### src/rtl/riscy_pkg.sv
// Shared encodings for the RV32 single-cycle control path.
// Holds opcodes, ALU/immediate/result selects and flag bit indices.
package riscy_pkg;

  localparam logic [6:0] OP_R      = 7'b0110011;
  localparam logic [6:0] OP_I      = 7'b0010011;
  localparam logic [6:0] OP_LOAD   = 7'b0000011;
  localparam logic [6:0] OP_STORE  = 7'b0100011;
  localparam logic [6:0] OP_BRANCH = 7'b1100011;
  localparam logic [6:0] OP_JAL    = 7'b1101111;
  localparam logic [6:0] OP_LUI    = 7'b0110111;

  localparam logic [3:0] ALU_ADD = 4'b0000;
  localparam logic [3:0] ALU_SUB = 4'b1000;

  localparam logic [2:0] F3_SR = 3'b101;

  localparam logic [1:0] IMM_I = 2'b00;
  localparam logic [1:0] IMM_S = 2'b01;
  localparam logic [1:0] IMM_U = 2'b10;
  localparam logic [1:0] IMM_J = 2'b11;

  localparam logic [1:0] RES_ALU = 2'b00;
  localparam logic [1:0] RES_MEM = 2'b01;
  localparam logic [1:0] RES_PC4 = 2'b10;

  localparam int FLAG_V = 0;
  localparam int FLAG_C = 1;
  localparam int FLAG_Z = 2;
  localparam int FLAG_N = 3;

  localparam logic [2:0] BR_EQ  = 3'b000;
  localparam logic [2:0] BR_NE  = 3'b001;
  localparam logic [2:0] BR_LT  = 3'b100;
  localparam logic [2:0] BR_GE  = 3'b101;
  localparam logic [2:0] BR_LTU = 3'b110;
  localparam logic [2:0] BR_GEU = 3'b111;

  typedef struct packed {
    logic       reg_write;
    logic       alu_src;
    logic       mem_write;
    logic       jump;
    logic       branch;
    logic [1:0] imm_src;
    logic [1:0] result_src;
    logic [3:0] alu_control;
  } ctrl_t;

  localparam ctrl_t CTRL_NOP = '0;

endpackage

### src/rtl/branch_unit.sv
// Branch condition resolver: funct3 selects a test on ALU flags.
// Ports: funct3 [2:0], flags {N,Z,C,V} [3:0] in; taken out.
module branch_unit
  import riscy_pkg::*;
(
  input  logic [2:0] funct3,
  input  logic [3:0] flags,
  output logic       taken
);

  logic n;
  logic z;
  logic c;
  logic v;

  assign n = flags[FLAG_N];
  assign z = flags[FLAG_Z];
  assign c = flags[FLAG_C];
  assign v = flags[FLAG_V];

  // Unsigned compare uses carry-as-not-borrow from a - b.
  always_comb begin
    taken = 1'b0;
    case (funct3)
      BR_EQ:   taken = z;
      BR_NE:   taken = ~z;
      BR_LT:   taken = n ^ v;
      BR_GE:   taken = ~(n ^ v);
      BR_LTU:  taken = ~c;
      BR_GEU:  taken = c;
      default: taken = 1'b0;
    endcase
  end

endmodule

### src/rtl/control_unit.sv
// Main decoder for the single-cycle RV32 core; purely combinational.
// Ports: clk, rst, op, funct3, funct7, flags in; datapath controls out.
module control_unit
  import riscy_pkg::*;
(
  input  logic       clk,
  input  logic       rst,
  input  logic [6:0] op,
  input  logic [2:0] funct3,
  input  logic       funct7,
  input  logic [3:0] flags,
  output logic       RegWrite,
  output logic       ALUSrc,
  output logic       MemWrite,
  output logic       PCSrc,
  output logic [1:0] ImmSrc,
  output logic [1:0] ResultSrc,
  output logic [3:0] ALUControl
);

  // Clock is carried only for interface uniformity.
  logic unused_clk;
  assign unused_clk = clk;

  ctrl_t ctrl;
  ctrl_t ctrl_out;
  logic  taken;

  branch_unit u_branch (
    .funct3 (funct3),
    .flags  (flags),
    .taken  (taken)
  );

  always_comb begin
    ctrl = CTRL_NOP;
    case (op)
      OP_R: begin
        ctrl.reg_write   = 1'b1;
        ctrl.alu_control = {funct7, funct3};
      end
      OP_I: begin
        ctrl.reg_write = 1'b1;
        ctrl.alu_src   = 1'b1;
        // funct7[5] only distinguishes srli/srai.
        if (funct3 == F3_SR)
          ctrl.alu_control = {funct7, funct3};
        else
          ctrl.alu_control = {1'b0, funct3};
      end
      OP_LOAD: begin
        ctrl.reg_write  = 1'b1;
        ctrl.alu_src    = 1'b1;
        ctrl.result_src = RES_MEM;
      end
      OP_STORE: begin
        ctrl.alu_src   = 1'b1;
        ctrl.mem_write = 1'b1;
        ctrl.imm_src   = IMM_S;
      end
      OP_BRANCH: begin
        ctrl.alu_src     = 1'b1;
        ctrl.mem_write   = 1'b1;
        ctrl.imm_src     = IMM_S;
        ctrl.branch      = 1'b1;
        ctrl.alu_control = ALU_SUB;
      end
      OP_JAL: begin
        ctrl.reg_write  = 1'b1;
        ctrl.imm_src    = IMM_J;
        ctrl.result_src = RES_PC4;
        ctrl.jump       = 1'b1;
      end
      OP_LUI: begin
        ctrl.reg_write = 1'b1;
        ctrl.imm_src   = IMM_U;
      end
      default: ctrl = CTRL_NOP;
    endcase
  end

  always_comb begin
    ctrl_out = ctrl;
    if (rst)
      ctrl_out = CTRL_NOP;
  end

  assign RegWrite   = ctrl_out.reg_write;
  assign ALUSrc     = ctrl_out.alu_src;
  assign MemWrite   = ctrl_out.mem_write;
  assign ImmSrc     = ctrl_out.imm_src;
  assign ResultSrc  = ctrl_out.result_src;
  assign ALUControl = ctrl_out.alu_control;
  assign PCSrc      = ctrl_out.jump
                    | (ctrl_out.branch & taken);

endmodule

### config.mk
export PLATFORM = sky130hd
export DESIGN_NAME = control_unit
export DESIGN_NICKNAME = d
export VERILOG_FILES = /design/src/rtl/riscy_pkg.sv /design/src/rtl/branch_unit.sv /design/src/rtl/control_unit.sv
export SDC_FILE = /design/constraint.sdc
export NUM_CORES = 1
export LEC_CHECK = 0
export BUFFER_PORTS_ARGS = -buffer_cell sky130_fd_sc_hd__buf_2
export CAP_MARGIN = 30
export CORE_AREA = 2 2 39 41
export DETAILED_ROUTE_END_ITERATION = 16
export DIE_AREA = 0 0 41 43
export SYNTH_ARGS = -nofsm -noshare
export SYNTH_HDL_FRONTEND = slang
export SYNTH_HIERARCHICAL = 1
export SYNTH_SLANG_ARGS = --single-unit
### constraint.sdc
create_clock -name vclk -period 1.6
set_clock_uncertainty 0.15 [all_clocks]
set_input_delay 0.16 -clock vclk [all_inputs]
set_output_delay 0.16 -clock vclk [all_outputs]
set_load 0.01 [all_outputs]
==> out/results.tsv <==
stage	metric	value	unit
setup_path	cp_cell_sequence	buf_2 -> xnor2_2 -> nor4b_1 -> or4_1 -> nand2_1 -> a21oi_1 -> buf_2	
routing	drc	0	
setup_path	timing.critical_path.max_delay_family	simple AND/OR/NAND/NOR gates	
floorplan	die_w	41	µm
finish	register_area	0	µm²
placed_design	pre_cts_ws	-31.2	ps
sta	timing.final.crit_period	1580	ps
finish	area_growth	57.9	%
sta	fmax	0.633	GHz
grt	gr-max-usage-layer	met2	
power	pwr_density_cell	174	nW/µm²
routing	mean_number_of_vias_per_cell	4.74	
grt	grt_pass1_wl	1210	µm
sta	timing.slew.headroom	81.8	%
floorplan	placeableCoreArea	1380	µm²
routing	routedWlPerCell	9.57	µm
finish	final_layout_size_suffix_gt1_share	43.4	%
clocking	cts_hold_repair.buffers	0	
setup_path	crit_path_max_incr_delay	510	ps
finish	clock_buffer_count	0	
power	leak_pwr	0.248	nW
finish	final_net_count	95	
sta	finalHoldViolations	0	
run_status	run_status	completed	
synth	syn-cell-area	285	µm²
sta	tightest_slew	271	ps
grt	overflow	0	
synth	synth_nets	66	
placed_design	dpl_cell_area	443	µm²
synth	synth_seq_area_share	0	%
setup_path	critical_path.max_fanout	2	
sta	min_period_over_period	98.7	%
routing	detail_route.first_pass.iterations	4	
setup_path	critical_path_required	1290	ps
floorplan	io-pin-count	29	
sta	finalSetupViolations	0	
setup_path	critical_path_class	input port to primary output	
synth	yosys.cell_types.count	22	
sta	grt_setup_unrepaired	true	
floorplan	row_count	14	
setup_path	timing.critical_path.slowest_stage_cell	or4_1	
power	ir_worst_vdd	0.0638	mV
routing	drt_first_iter_violations	3	
grt	antenna_found_initial	0	
run	drv.max_cap_violation_count	0	
routing	vias	436	
routing	postRouteWirelength	880	µm
finish	num_antenna_cells	0	
setup_path	worst_endpoint_data_arrival_time	1270	ps
grt	overall_global_routing_usage	8.89	%
grt	grtUsageMet2	15.6	%
placed_design	port-buffer-count	28	
power	total_power	0.0784	mW
finish	final_design_area_no_fill	450	µm²
setup_path	timing.critical_path.from_type	input port	
setup_path	cp-startpoint	flags[3]	
sta	setup_ws	21.4	ps
setup_path	wp_buf_inv	2	
sta	final_max_slew_viol_count	0	
grt	met3_usage	0	%
synth	postSynthCellCount	49	
routing	route.antenna.remaining_nets	0	
synth	synth_top_cells_by_area	and3_1 11%, nand2_1 9.2%, a21oi_1 8.8%	
placed_design	hpwl	747	µm
grt	grt_max_degree	9	
setup_path	endpoint_kind	primary output	
placed_design	final_wtd_congestion	0.729	
synth	synth_top_area_share	11.0	%
finish	nFlopsAndLatches	0	
floorplan	dieArea	1760	µm²
synth	mean_instance_size_in_the_synthesized_netlist	5.82	µm²
grt	met1_usage	12.3	%
floorplan	start_util	20.6	%
synth	ys.warnings.count	6	
grt	first_global_vias	324	
worst_hold_path	worstHoldPathType	input port to primary output	
synth	yosysTopAreaCell	and3_1	
setup_path	timing.critical_path.depth	7	
floorplan	die_height	43	µm
setup_path	timing.critical_path.to	PCSrc	
setup_path	path_common_cell	buf_2	
-- tightest hold or removal path, stage by stage --
cell and delay, ps:
buf_2 130, nor4_1 60, buf_2 130
-- layout by cell type, fill, tap and decap left out, drive strengths merged, types with 3 or more instances in the layout --
master,n
nand2,7
nor3,3
buf,29
nor2,4
nand3,3
and3,5
a21oi,5
nor2b,4
-- what timing repair did --
action | in CTS | in global routing
gates cloned | 0 | 0
endpoints found under the setup margin | 1 | 1
buffers inserted | 0 | 0
gates resized for setup | 0 | 1
pin swaps | 2 | 1
-- final cells by class --
cell class         instances  area, µm²
fillers                  157        933
multi-input cells         47        283
repair buffers            29        148
well taps                 16       20.0
-- power breakdown --
group | internal (mW) | switching, mW | total (mW)
combinational | 0.0379 | 0.0406 | 0.0784
clock | 0 | 0 | 0
sequential | 0 | 0 | 0
total | 0.0379 | 0.0406 | 0.0784
-- kinds of logic after synthesis --
group / share of synthesized area, %
and+or+nand+nor: 75.9
AOI/OAI and AO/OA: 14.5
xor gates and xnor gates: 6.14
buffers and inverters: 3.51
-- metrics by stage --
stage	utilization [%]	cells	TNS [ps]	hold slack, ps
finish	32.5	92	0	493
global route	32.5	92	-24.6	515
floorplan	-	49	0	220
detailed placement	32.0	92	-31.2	488
CTS	32.0	92	0	490
global placement	32.0	92	-30.0	486
-- cells in the mapped netlist (2+ instances only) --
library cell,instances
xnor2_1,2
nor2_1,3
and3b_1,2
nor2b_1,3
nor3_1,3
nand3_1,3
and3_1,5
a21oi_1,5
nand2_1,7
o21ai_1,2
nand3b_1,2
buf_2,2
-- layer usage --
metal / wire (µm) / share of wire (%) / vias to the layer above
met1: 386 / 44 / 184
li1: - / - / 234
met2: 418 / 48 / 18
met3: 75 / 8.5 / 0
met5: 0 / 0 / -
met4: 0 / 0 / 0
-- worst min-delay path by stage --
| stage | from | to | cells past startpoint |
|---|---|---|---|
| final | op[4] | ResultSrc[0] | 3 |
| after global routing | op[4] | ResultSrc[0] | 3 |
| after CTS | op[4] | ResultSrc[0] | 3 |
| after detailed placement | op[4] | ResultSrc[0] | 3 |
| after global placement | op[4] | ResultSrc[0] | 3 |
| after floorplan | op[6] | ResultSrc[0] | 1 |
No activity file was read; power rests on OpenSTA's default activity.
